## src/rtl/mem_port_arbiter_if.sv

```systemverilog
`default_nettype none
// ============================================================================
//  Module   : mem_port_arbiter_if
//  Purpose  : Bundles the fetch requester, data requester and Memory-side
//             signals shared by mem_port_arbiter.
//  Modports : slave  - the arbiter (sees requests and mem_rdata, drives
//                      grants, responses and Memory controls)
//             master - the requesters plus Memory (the opposite direction)
//  Revision : 1.0  initial release
// ============================================================================
interface mem_port_arbiter_if #(
    parameter int ADDR_W = 64,
    parameter int DATA_W = 64
);
    // fetch requester
    logic              if_req;
    logic [ADDR_W-1:0] if_addr;
    logic              if_gnt;
    logic              if_rvalid;
    logic [DATA_W-1:0] if_rdata;
    // data requester
    logic              d_req;
    logic              d_we;
    logic [ADDR_W-1:0] d_addr;
    logic [DATA_W-1:0] d_wdata;
    logic              d_gnt;
    logic              d_rvalid;
    logic [DATA_W-1:0] d_rdata;
    // Memory port
    logic [ADDR_W-1:0] mem_addr;
    logic [DATA_W-1:0] mem_wdata;
    logic              mem_read;
    logic              mem_write;
    logic [DATA_W-1:0] mem_rdata;

    modport slave (
        input  if_req, if_addr, d_req, d_we, d_addr, d_wdata, mem_rdata,
        output if_gnt, if_rvalid, if_rdata, d_gnt, d_rvalid, d_rdata,
               mem_addr, mem_wdata, mem_read, mem_write
    );

    modport master (
        output if_req, if_addr, d_req, d_we, d_addr, d_wdata, mem_rdata,
        input  if_gnt, if_rvalid, if_rdata, d_gnt, d_rvalid, d_rdata,
               mem_addr, mem_wdata, mem_read, mem_write
    );
endinterface
`default_nettype wire

```

## src/rtl/mem_port_arbiter.sv

```systemverilog
`default_nettype none
// ============================================================================
//  Module   : mem_port_arbiter
//  Purpose  : Shares a single-port Memory between instruction fetch and the
//             data path. One access at a time: IDLE -> ISSUE -> WAIT -> RESP,
//             round-robin between the two requesters on a tie.
//  Ports    : clk    - rising-edge clock
//             reset  - asynchronous, active-low reset
//             bus    - mem_port_arbiter_if.slave (requests, grants,
//                      responses and Memory controls; all outputs registered)
//  Params   : ADDR_W, DATA_W - bus widths (must match the interface)
//             MEM_LAT        - Memory read latency in clock edges, 1..4
//  Revision : 1.0  initial release
// ============================================================================
module mem_port_arbiter #(
    parameter int ADDR_W  = 64,
    parameter int DATA_W  = 64,
    parameter int MEM_LAT = 1
) (
    input  wire logic          clk,
    input  wire logic          reset,
    mem_port_arbiter_if.slave  bus
);

    // Elaboration-time parameter sanity checks
    if (MEM_LAT < 1 || MEM_LAT > 4) begin : g_badLat
        $error("mem_port_arbiter: MEM_LAT=%0d outside legal range 1..4", MEM_LAT);
    end
    if ($bits(bus.mem_addr) != ADDR_W || $bits(bus.mem_wdata) != DATA_W) begin : g_badWidth
        $error("mem_port_arbiter: interface widths do not match ADDR_W/DATA_W");
    end

    localparam logic       c_FETCH  = 1'b0;
    localparam logic       c_DATA   = 1'b1;
    localparam logic [1:0] c_LAT_M1 = 2'(MEM_LAT - 1);

    typedef enum logic [1:0] {
        S_IDLE  = 2'd0,
        S_ISSUE = 2'd1,
        S_WAIT  = 2'd2,
        S_RESP  = 2'd3
    } state_t;

    state_t     r_state;
    logic       r_owner;      // requester that owns the current access
    logic       r_lastGrant;  // requester granted most recently (tie-break)
    logic       r_ownerWe;    // current access is a write
    logic [1:0] r_waitCnt;

    logic w_anyReq;
    logic w_pickData;

    // On a tie the requester not granted last wins.
    always_comb begin
        w_anyReq = bus.if_req | bus.d_req;
        if (bus.if_req && bus.d_req) begin
            w_pickData = (r_lastGrant == c_FETCH);
        end else begin
            w_pickData = bus.d_req;
        end
    end

    always_ff @(posedge clk or negedge reset) begin
        if (!reset) begin
            r_state       <= S_IDLE;
            r_owner       <= c_FETCH;
            r_lastGrant   <= c_FETCH;
            r_ownerWe     <= 1'b0;
            r_waitCnt     <= '0;
            bus.if_gnt    <= 1'b0;
            bus.if_rvalid <= 1'b0;
            bus.if_rdata  <= '0;
            bus.d_gnt     <= 1'b0;
            bus.d_rvalid  <= 1'b0;
            bus.d_rdata   <= '0;
            bus.mem_addr  <= '0;
            bus.mem_wdata <= '0;
            bus.mem_read  <= 1'b0;
            bus.mem_write <= 1'b0;
        end else begin
            // Grants, responses and Memory strobes are single-cycle pulses.
            bus.if_gnt    <= 1'b0;
            bus.d_gnt     <= 1'b0;
            bus.if_rvalid <= 1'b0;
            bus.d_rvalid  <= 1'b0;
            bus.mem_read  <= 1'b0;
            bus.mem_write <= 1'b0;

            case (r_state)
                // RESP exits through the same arbitration as IDLE, so a
                // waiting request is granted without an idle bubble.
                S_IDLE, S_RESP: begin
                    if (w_anyReq) begin
                        r_state     <= S_ISSUE;
                        r_owner     <= w_pickData;
                        r_lastGrant <= w_pickData;
                        if (w_pickData) begin
                            bus.mem_addr  <= bus.d_addr;
                            bus.mem_wdata <= bus.d_wdata;
                            bus.mem_read  <= ~bus.d_we;
                            bus.mem_write <= bus.d_we;
                            bus.d_gnt     <= 1'b1;
                            r_ownerWe     <= bus.d_we;
                        end else begin
                            bus.mem_addr  <= bus.if_addr;
                            bus.mem_wdata <= '0;
                            bus.mem_read  <= 1'b1;
                            bus.if_gnt    <= 1'b1;
                            r_ownerWe     <= 1'b0;
                        end
                    end else begin
                        r_state <= S_IDLE;
                    end
                end

                // Memory samples the command at the ISSUE exit edge; its
                // DataOut is valid MEM_LAT edges later, i.e. after the
                // counter has run from MEM_LAT-1 down to 0 in WAIT.
                S_ISSUE: begin
                    r_waitCnt <= c_LAT_M1;
                    r_state   <= S_WAIT;
                end

                S_WAIT: begin
                    if (r_waitCnt == 2'd0) begin
                        r_state <= S_RESP;
                        if (r_owner == c_DATA) begin
                            bus.d_rvalid <= 1'b1;
                            bus.d_rdata  <= r_ownerWe ? '0 : bus.mem_rdata;
                        end else begin
                            bus.if_rvalid <= 1'b1;
                            bus.if_rdata  <= bus.mem_rdata;
                        end
                    end else begin
                        r_waitCnt <= r_waitCnt - 2'd1;
                    end
                end

                default: r_state <= S_IDLE;
            endcase
        end
    end

endmodule
`default_nettype wire

```

## src/flat_wrapper.sv

```systemverilog
// flat-port wrapper written by rule: the top's interface ports become plain ports
module mem_port_arbiter_flat 
#(
    parameter int ADDR_W  = 64,
    parameter int DATA_W  = 64,
    parameter int MEM_LAT = 1
)
  (clk, reset, bus_if_req, bus_if_addr, bus_d_req, bus_d_we, bus_d_addr, bus_d_wdata, bus_mem_rdata, bus_if_gnt, bus_if_rvalid, bus_if_rdata, bus_d_gnt, bus_d_rvalid, bus_d_rdata, bus_mem_addr, bus_mem_wdata, bus_mem_read, bus_mem_write);
  mem_port_arbiter_if #(.ADDR_W(ADDR_W), .DATA_W(DATA_W)) bus_i ();
  input  wire logic clk;
  input  wire logic reset;
  input wire logic [$bits(bus_i.if_req)-1:0] bus_if_req;
  input wire logic [$bits(bus_i.if_addr)-1:0] bus_if_addr;
  input wire logic [$bits(bus_i.d_req)-1:0] bus_d_req;
  input wire logic [$bits(bus_i.d_we)-1:0] bus_d_we;
  input wire logic [$bits(bus_i.d_addr)-1:0] bus_d_addr;
  input wire logic [$bits(bus_i.d_wdata)-1:0] bus_d_wdata;
  input wire logic [$bits(bus_i.mem_rdata)-1:0] bus_mem_rdata;
  output wire logic [$bits(bus_i.if_gnt)-1:0] bus_if_gnt;
  output wire logic [$bits(bus_i.if_rvalid)-1:0] bus_if_rvalid;
  output wire logic [$bits(bus_i.if_rdata)-1:0] bus_if_rdata;
  output wire logic [$bits(bus_i.d_gnt)-1:0] bus_d_gnt;
  output wire logic [$bits(bus_i.d_rvalid)-1:0] bus_d_rvalid;
  output wire logic [$bits(bus_i.d_rdata)-1:0] bus_d_rdata;
  output wire logic [$bits(bus_i.mem_addr)-1:0] bus_mem_addr;
  output wire logic [$bits(bus_i.mem_wdata)-1:0] bus_mem_wdata;
  output wire logic [$bits(bus_i.mem_read)-1:0] bus_mem_read;
  output wire logic [$bits(bus_i.mem_write)-1:0] bus_mem_write;
  assign bus_i.if_req = bus_if_req;
  assign bus_i.if_addr = bus_if_addr;
  assign bus_i.d_req = bus_d_req;
  assign bus_i.d_we = bus_d_we;
  assign bus_i.d_addr = bus_d_addr;
  assign bus_i.d_wdata = bus_d_wdata;
  assign bus_i.mem_rdata = bus_mem_rdata;
  assign bus_if_gnt = bus_i.if_gnt;
  assign bus_if_rvalid = bus_i.if_rvalid;
  assign bus_if_rdata = bus_i.if_rdata;
  assign bus_d_gnt = bus_i.d_gnt;
  assign bus_d_rvalid = bus_i.d_rvalid;
  assign bus_d_rdata = bus_i.d_rdata;
  assign bus_mem_addr = bus_i.mem_addr;
  assign bus_mem_wdata = bus_i.mem_wdata;
  assign bus_mem_read = bus_i.mem_read;
  assign bus_mem_write = bus_i.mem_write;
  mem_port_arbiter #(.ADDR_W(ADDR_W), .DATA_W(DATA_W), .MEM_LAT(MEM_LAT)) u_core (.clk(clk), .reset(reset), .bus(bus_i));
endmodule
```

## config.mk

```make
export PLATFORM = sky130hd
export DESIGN_NAME = mem_port_arbiter_flat
export DESIGN_NICKNAME = d
export VERILOG_FILES = /design/src/rtl/mem_port_arbiter_if.sv /design/src/rtl/mem_port_arbiter.sv /design/src/flat_wrapper.sv
export SDC_FILE = /design/constraint.sdc
export NUM_CORES = 1
export LEC_CHECK = 0
export BUFFER_PORTS_ARGS = -buffer_cell sky130_fd_sc_hd__buf_2
export CORE_AREA = 2 2 201 203
export DETAILED_ROUTE_END_ITERATION = 10
export DIE_AREA = 0 0 203 205
export HOLD_SLACK_MARGIN = 0.08
export PLACE_DENSITY = 0.59
export SKIP_LAST_GASP = 1
export SLEW_MARGIN = 20
export SYNTH_ARGS = -nofsm -noshare
export SYNTH_HDL_FRONTEND = slang
export SYNTH_SLANG_ARGS = --single-unit
```

## constraint.sdc

```tcl
create_clock -name clk -period 2.1 [get_ports clk]
set_clock_uncertainty 0.05 [all_clocks]
set_input_delay 0.42 -clock clk [delete_from_list [all_inputs] [get_ports clk]]
set_output_delay 0.42 -clock clk [all_outputs]
set_load 0.05 [all_outputs]
```

==> impl_metrics.yaml, run 1 <==
route:
  avgViaCountPerCell: 4.507
  ant_nets: 0
  drc: 0
  dr.first_iter.drc_count: 523
  drt-total-wl_mm: 36.24
  wire_per_inst_um: 16.98
  first_pass_iters: 5
  vias: 9618
timing:
  slew_violations: 0
  setup_viol: 0
  slew_headroom: 0.6388
  fin_crit_ps: 1954
  hold_slack_ps: 105.4
  tns_ps: 0
  rsz0062_at_grt: "false"
  fmax_ghz: 0.5117
  finalCritPeriodShare: 0.9306
  worstMarginPinSlew_ps: 541.8
  hold_viol: 0
  setup_slack_ps: 145.7
power:
  leakagePower_nw: 8.684
  vdd_drop_max_mv: 1.060
  cellPowerDensity_mw_per_mm2: 1845
placement:
  dp_hpwl_mm: 23.94
  dpl_cell_area_mm2: 0.01380
  place_congestion: 0.8082
  dpl_worst_slack_ps: 200.9
  buffer_ports.inserted: 522
cells_and_area:
  stdcell_area_mm2: 0.01742
  finalNetCount: 1846
  fill_cells: 3639
  syn2layout_area_growth_pct: 65.30
  drive_above_1_share: 0.3730
  final_util: 0.4426
yosys:
  ys_types: 28
  syn_nets: 1077
  synthCells: 814
  synth-async-reset-ratio: 1.000
  syn_area_per_cell_um2: 12.95
  synth_top_area_cell: "dfrtp_1"
  synth-seq-cells: 268
  synth-edff-count: 0
  netlist_area_mm2: 0.01054
  synth_warnings: 0
  ys_seq_area_frac: 0.6363
  synth_area_leaders: "dfrtp_1, mux2_1, a221o_1, a22o_1, nand2b_1"
  synth_ff_type: "dfrtp_1"
  synth_top_area_share: 0.6363
clock_network:
  cts.clk_slew.worst_paths_ps: 60
  tritoncts: "built"
  cts_hold_buffers: 257
  cts_buffers: 30
  cts_resized: 0
  clock-sinks: 268
  cts_root_buffer: "clkbuf_16"
  clock_latency_ps: 550
  cts_max_level: 1
  clockBufferDepth: 3
  cts_setup_buffers: 0
worst_hold_path:
  hold_path.class: "input pin to flip-flop"
floorplan:
  fp.dieArea_mm2: 0.04162
  dieHeight_um: 205
  die_w_um: 203
  start_util: 0.2677
  core_mm2: 0.03937
  ios: 523
  rows: 73
setup_path:
  start_kind: "flip-flop"
  end_kind: "flip-flop"
  timing_worst_setup_path_type: "flip-flop to flip-flop"
  r2r_slack_ps: 150
  cp.arrival_ps: 2320
  crit_fanout: 83
  crit_required_ps: 2470
global_route:
  grt_use_total: 0.1674
  gr-total-overflow: 0
  grt_start_max_net_pins: 84
  antenna_found_initial: 3
  grt_first_pass_wirelength_mm: 55.54
  grt_pass1_vias: 10050
run_status:
  status: "completed"
run:
  maxCapViolCount: 0
## flip-flops by register name, indices dropped and copies added (netlist names)
| name | count |
|---|---|
| u_core.bus.d_rvalid | 1 |
| u_core.r_ownerWe | 1 |
| u_core.bus.mem_write | 1 |
| u_core.bus.if_gnt | 1 |
| u_core.bus.mem_wdata | 64 |
| u_core.r_waitCnt | 2 |
| u_core.r_state | 2 |
| u_core.bus.if_rvalid | 1 |
| u_core.r_lastGrant | 1 |
| u_core.bus.d_rdata | 64 |
| u_core.bus.if_rdata | 64 |
| u_core.bus.d_gnt | 1 |
| u_core.bus.mem_read | 1 |
| u_core.bus.mem_addr | 64 |
## layer usage
layer  vias to the layer above  routed length (um)  track usage
li1                       4447                   -            -
met1                      4659               14760       0.2072
met2                       424               17530       0.2818
met3                        88                2558      0.03691
met4                         0                1394      0.07195
met5                         -                   0            0
## worst max-delay path, stage by stage (launching register included)
cell and delay [ps]:
dfrtp_1 390, ha_1 480, o21ai_4 120, buf_12 200, and2_0 230, a221o_1 270
## final timing paths
path / to / start / depth (start not counted)
worst max-delay path: u_core.bus.mem_addr[58] / u_core.r_state[1] / 5
min in group asynchronous: u_core.bus.d_rdata[61] / reset / 2
worst max register to register: u_core.bus.mem_addr[58] / u_core.r_state[1] / 5
max in group asynchronous: u_core.bus.mem_wdata[29] / reset / 3
worst min register to register: u_core.bus.d_rdata[46] / u_core.bus.d_rdata[46] / 2
worst min-delay path: u_core.bus.mem_write / bus_d_we / 2
## cells by family (layout without fill, tap and decap cells)
kind of cell,Yosys count,in the layout,share of synthesized area
AOI/OAI and AO/OA,203,203,0.1523
DFF,268,268,0.6363
muxes,64,64,0.06838
adders and majority gates,2,2,0.002374
other,0,3,0
buffers and inverters,70,862,0.03454
and+or+nand+nor,207,207,0.1061
## Yosys cell counts (all sizes together) (2+ instances only)
cell type	count
buf	43
nand2	67
a21o	2
nand2b	66
a21oi	3
nor2	3
and2	65
mux2	64
ha	2
a22o	67
a221o	64
inv	5
nor2b	2
o21ai	65
dfrtp	268
clkbuf	22
## layout make-up
class                      instances  area, um2  area share
multi-input combinational        476       3498      0.2008
antenna                            3      7.507   0.0004309
tap                              525      656.9     0.03770
clock inverter                     9      138.9    0.007971
sequential                       268       6708      0.3850
clock buffer                      46      902.1     0.05178
inverter                           5      18.77    0.001077
timing repair buffer             802       5493      0.3153
## power breakdown
part	internal [mW]	switching (mW)
combinational	5.06	12.7
sequential	7.58	1.30
clock	3.33	2.16
total	16.0	16.2
## cells in the final DEF, fill, tap and decap left out, types with 8 or more instances in the layout
cell,instances
a221o_1,64
a22o_1,67
and2_1,58
buf_12,10
buf_2,521
buf_4,13
clkbuf_1,8
clkbuf_16,31
dfrtp_1,267
dlygate4sd3_1,257
mux2_1,64
nand2_1,67
nand2b_1,66
o21ai_1,64
## stage by stage
| stage | total power [mW] | cells |
|---|---|---|
| floorplan | 21.88 | 814 |
| global placement | 26.14 | 1819 |
| detailed placement | 26.41 | 1819 |
| CTS | 32.34 | 2131 |
| global route | 33.79 | 2133 |
| finish | 32.15 | 2134 |
Note: power is estimated with default switching activity, not from simulation.
==> run 2: changes to the inputs <==
ABC_AREA = 1   (was default)
CORE_AREA = 2 2 203 205   (was 2 2 201 203)
DIE_AREA = 0 0 205 207   (was 0 0 203 205)
PLACE_DENSITY = 0.6   (was 0.59)
==> run 2 against run 1 <==
Against the previous run:
- utilization decreased by 0.30 points
- highest routed layer unchanged
- first-iteration DRC count increased by 65%
- non-clock buffer count decreased by 1
- combinational power rose by 7%
- synthesized cell count is 52% higher
- sequential share of layout area down 0.70 points
- maximum frequency increased by 2.6%
==> impl_metrics.yaml, run 2 <==
cells_and_area:
  drive_above_1_share: 0.3156
  fin_cells: 2530
  mostFrequentLayoutCell: "buf_2"
  multiInputGateArea_mm2: 0.003794
  register_area_mm2: 0.006706
  syn2layout_area_growth_pct: 61.56
  finalNetCount: 2236
  fill_cells: 3816
  final_cell_mix: "buf_2, nand2_1, dfrtp_1, dlygate4sd3_1, nand3_1"
yosys:
  synth_top_area_cell: "dfrtp_1"
  synth-edff-count: 0
  syn_nets: 1501
  synthCells: 1238
  synth_top_area_share: 0.6106
  synth-async-reset-ratio: 1.000
  syn_area_per_cell_um2: 8.872
  ys_types: 17
  synth_area_leaders: "dfrtp_1, nand2_1, nand3_1, nand4_1, o21ai_0"
  synth_commonest_cells: "nand2_1, dfrtp_1, nand3_1"
  ys_seq_area_frac: 0.6106
  netlist_area_mm2: 0.01098
  yosysMostFrequentCell: "nand2_1"
  synth_ff_type: "dfrtp_1"
  synth-seq-cells: 268
  synth_warnings: 0
global_route:
  grt_pass1_vias: 12080
  grt_use_total: 0.2015
  grt_start_max_net_pins: 66
  antenna_found_initial: 1
  grt_first_pass_wirelength_mm: 67.99
  gr-total-overflow: 0
timing:
  tns_ps: 0
  fin_crit_ps: 1905
  slew_headroom: 0.4632
  fmax_ghz: 0.5248
  hold_viol: 0
  finalCritPeriodShare: 0.9073
  rsz0062_at_grt: "false"
  worstMarginPinSlew_ps: 802.2
  setup_viol: 0
  slew_violations: 0
placement:
  dp_hpwl_mm: 29.59
  place_congestion: 0.9051
  dp.cells: 2237
  buffer_ports.inserted: 522
floorplan:
  rows: 74
  start_util: 0.2721
  dieHeight_um: 207
  die_w_um: 205
  core_mm2: 0.04037
  fp.dieArea_mm2: 0.04244
  ios: 523
clock_network:
  tritoncts: "built"
  clock_latency_ps: 570
  cts_buffers: 30
  cts_root_buffer: "clkbuf_16"
  clockBufferDepth: 3
  cts.clk_slew.worst_paths_ps: 70
  cts_max_level: 1
  cts_setup_buffers: 0
  clock-sinks: 268
power:
  cellPowerDensity_mw_per_mm2: 1886
  leakagePower_nw: 9.504
  vdd_drop_max_mv: 1.614
setup_path:
  timing_worst_setup_path_type: "flip-flop to flip-flop"
  crit_fanout: 47
  crit_required_ps: 2560
  worst-r2r-cell-count: 7
  cp.arrival_ps: 2360
  end_kind: "flip-flop"
  start_kind: "flip-flop"
worst_hold_path:
  whs_path_depth: 3
  hold_path.class: "input pin to flip-flop"
route:
  ant_nets: 0
  drc: 0
  vias: 12050
  wire_per_inst_um: 17.57
  dr.first_iter.drc_count: 861
  avgViaCountPerCell: 4.763
  first_pass_iters: 6
  drt-total-wl_mm: 44.44
run_status:
  status: "completed"
run:
  maxCapViolCount: 0
run 2: changes by cell type after synthesis, sizes merged, moves of 4 or more:
cell and change:
nand2b -66, mux2 -64, nor2 +4, buf +18, nand4 +64, nand2 +455, o21ai +4, and2 -65
nand3 +193, clkbuf +15, a22o -67, inv +6, a221o -64
run 2: cells by family (layout without fill, tap and decap cells):
logic type	Yosys count	count (layout)	share of synthesized area
adders and majority gates	2	2	0.002278
buffers and inverters	109	867	0.04773
other	0	2	0
and+or+nand+nor	787	787	0.3063
DFF	268	268	0.6106
AOI/OAI and AO/OA	72	72	0.03304
run 2: cell type report:
cell class,count,area share
sequential,268,0.3779
timing repair buffer,801,0.3083
multi-input combinational,861,0.2138
clock buffer,41,0.04915
tap,532,0.03751
clock inverter,14,0.01072
inverter,11,0.002327
antenna,2,0.0002820
run 2: repair_timing:
action	4_1_cts	5_1_grt
hold buffers	236	0
endpoints found under the hold margin	298	0
gates resized for setup	0	0
run 2: report_power, final:
part | switching [mW] | internal (mW)
logic | 14.7 | 4.37
registers | 1.26 | 7.57
clock network | 2.18 | 3.39
total | 18.1 | 15.3
run 2: stage by stage:
step,hold slack [ps],utilization,power (mW),setup slack [ps],area (um2)
after floorplan,74.41,-,22.17,625.4,10980
after global placement,380.3,0.3546,27.31,175.5,14320
after detailed placement,381.1,0.3546,27.56,100.5,14320
after CTS,80.45,0.4394,33.61,209.6,17740
after global routing,110.9,0.4394,35.34,136.2,17740
final,112.8,0.4396,33.46,194.6,17740
run 2: critical path: stages, from the launching register on:
cell and delay [ps]:
dfrtp_1 350, inv_1 50, ha_2 380, inv_2 110
nor2_4 390, buf_12 270, nand2_1 140, nand2_1 80
run 2: worst paths after layout:
| kind | start | endpoint | slack [ps] |
|---|---|---|---|
| setup reg to reg | u_core.r_state[0] | u_core.bus.mem_wdata[0] | 190 |
| hold reg to reg | u_core.bus.mem_wdata[32] | u_core.bus.mem_wdata[32] | 420 |
| hold / removal | bus_d_addr[8] | u_core.bus.mem_addr[8] | 110 |
| min in group asynchronous | reset | u_core.bus.if_rdata[39] | 380 |
| setup / recovery | u_core.r_state[0] | u_core.bus.mem_wdata[0] | 190 |
| max in group asynchronous | reset | u_core.bus.mem_addr[25] | 970 |
run 2: per-layer routing:
| layer | part of all wire | global-route usage | vias up |
|---|---|---|---|
| met5 | 0 | 0 | - |
| met4 | 0.048 | 0.09551 | 0 |
| met3 | 0.082 | 0.04122 | 121 |
| met2 | 0.48 | 0.3456 | 696 |
| met1 | 0.39 | 0.2402 | 5692 |
| li1 | - | - | 5542 |
==> run 3: changes to the inputs <==
CORE_AREA = 4 4 199 201   (was 2 2 203 205)
DIE_AREA = 0 0 203 205   (was 0 0 205 207)
PLACE_DENSITY = 0.62   (was 0.6)
RECOVER_POWER = 25   (was default)
==> run 3 against run 2 <==
Against the previous run:
- non-clock buffer count down 27
- combinational power barely moved
- register-to-register slack lost 50 ps
- sequential share of layout area grew 0.74 points
- global-route usage hardly changed
- via count down 0.86%
- clock power decreased by 4.1%
- critical path depth increased by 1
==> impl_metrics.yaml, run 3 (synthesis results as in run 2) <==
placement:
  place_congestion: 0.8692
  dp.cells: 2204
  dpl_worst_slack_ps: 353.0
  dp_hpwl_mm: 30.31
  buffer_ports.inserted: 522
setup_path:
  r2r_slack_ps: 150
  cpPeakStageDelay_ps: 570
  cp.arrival_ps: 2330
  cp_cell_sequence: "inv_1 > ha_2 > inv_2 > nor2_4 > buf_12 > nand3_1 > nand3_1 > dlygate4sd3_1"
  start_kind: "flip-flop"
  rr_endpoint: "u_core.bus.mem_addr[36]"
  cp-endpoint: "u_core.bus.mem_addr[36]"
  crit_required_ps: 2480
  timing_worst_setup_path_type: "flip-flop to flip-flop"
  crit_top_cell: "nand3_1"
  cp_top_family: "buffers and inverters"
  crit_start: "u_core.r_state[0]"
  r2r_start: "u_core.r_state[0]"
  worst-r2r-cell-count: 8
  crit_cells: 8
  cp_num_buf_inv: 4
  slowest_stage: "dlygate4sd3_1"
  end_kind: "flip-flop"
  crit_fanout: 10
timing:
  hold_viol: 0
  worstMarginPinSlew_ps: 1108
  fin_crit_ps: 1952
  setup_slack_ps: 148.0
  slew_violations: 0
  slew_headroom: 0.2615
  tns_ps: 0
  fmax_ghz: 0.5123
  rsz0062_at_grt: "false"
  finalCritPeriodShare: 0.9295
  setup_viol: 0
cells_and_area:
  final_cell_mix: "buf_2, nand2_1, dfrtp_1, dlygate4sd3_1, nand3_1"
  fill_cells: 3497
  fin_cells: 2477
  finalNetCount: 2208
  mostFrequentLayoutCell: "buf_2"
  syn2layout_area_growth_pct: 58.46
  drive_above_1_share: 0.3135
global_route:
  use_met2: 0.3320
  antenna_found_initial: 3
  grt_first_pass_wirelength_mm: 68.17
  grt_use_total: 0.2018
  met3_usage: 0.04717
  gr-total-overflow: 0
  grt_start_max_net_pins: 73
  grt_pass1_vias: 12020
  grt.busiest_layer: "met2"
  grt_util_met1: 0.2513
clock_network:
  cts_root_buffer: "clkbuf_16"
  tritoncts: "built"
  clockBufferDepth: 3
  clock_latency_ps: 540
  cts_buffers: 29
  clock-sinks: 268
  cts_max_level: 1
  cts.clk_slew.worst_paths_ps: 60
run:
  maxCapViolCount: 0
route:
  drc: 0
  ant_nets: 0
  dr.first_iter.drc_count: 769
  avgViaCountPerCell: 4.823
  drt-total-wl_mm: 44.50
  first_pass_iters: 5
  vias: 11950
  wire_per_inst_um: 17.96
power:
  cellPowerDensity_mw_per_mm2: 1932
  power_mw: 33.63
  vdd_drop_max_mv: 1.145
  leakagePower_nw: 9.366
floorplan:
  fp.dieArea_mm2: 0.04162
  ios: 523
  start_util: 0.2923
  rows: 71
  die_w_um: 203
  core_mm2: 0.03758
  dieHeight_um: 205
worst_hold_path:
  hold_path.class: "input pin to flip-flop"
run_status:
  status: "completed"
## run 3: layer usage
layer  routed length, um  up-vias
li1                    -     5487
met1               17050     5611
met2               21010      711
met3                4010      134
met4                2401        4
met5                  27        -
## run 3: worst reg2reg max path: stages (launching register included)
cell           delay [ps]
dfrtp_1               380
inv_1                  60
ha_2                  270
inv_2                 150
nor2_4                 60
buf_12                150
nand3_1                80
nand3_1                80
dlygate4sd3_1         570
## run 3: per-stage QoR
stage,hold WS (ps),cell area (um2),util
floorplan,74.41,10980,-
global placement,251.8,14240,0.3789
detailed placement,246.5,14240,0.3789
CTS,80.08,17390,0.4627
global route,94.56,17400,0.4632
finish,105.5,17400,0.4632
## run 3: worst min path at each step
stage | startpoint | slack [ps] | to | cells after the start
global placement | reset | 250 | u_core.bus.if_rdata[39] | 1
finish | bus_if_addr[63] | 110 | u_core.bus.mem_addr[63] | 3
CTS | bus_d_addr[41] | 80 | u_core.bus.mem_addr[41] | 3
detailed placement | reset | 250 | u_core.bus.if_rdata[39] | 1
floorplan | reset | 70 | u_core.bus.d_gnt | 0
global route | bus_d_addr[19] | 90 | u_core.bus.mem_addr[19] | 3
## run 3: area by class of cell
cell class,instances,area (um2),area share
inverters,11,41.29,0.002372
flip-flops and latches,268,6706,0.3853
well taps,511,639.4,0.03674
clock inverters,11,162.7,0.009346
repair buffers,774,5221,0.3000
clock buffers,40,837.1,0.04809
diodes,1,2.502,0.0001438
multi-input cells,861,3794,0.2180
## run 3: repair_timing
item	CTS	global route
endpoints found under the hold margin	508	0
setup buffers	0	5
hold buffers	215	0
setup endpoints to repair	0	1
gates resized for setup	0	0
## run 3: where the power goes
group / switching (mW) / internal (mW)
clock network: 2.08 / 3.26
logic: 14.8 / 4.65
registers: 1.28 / 7.57
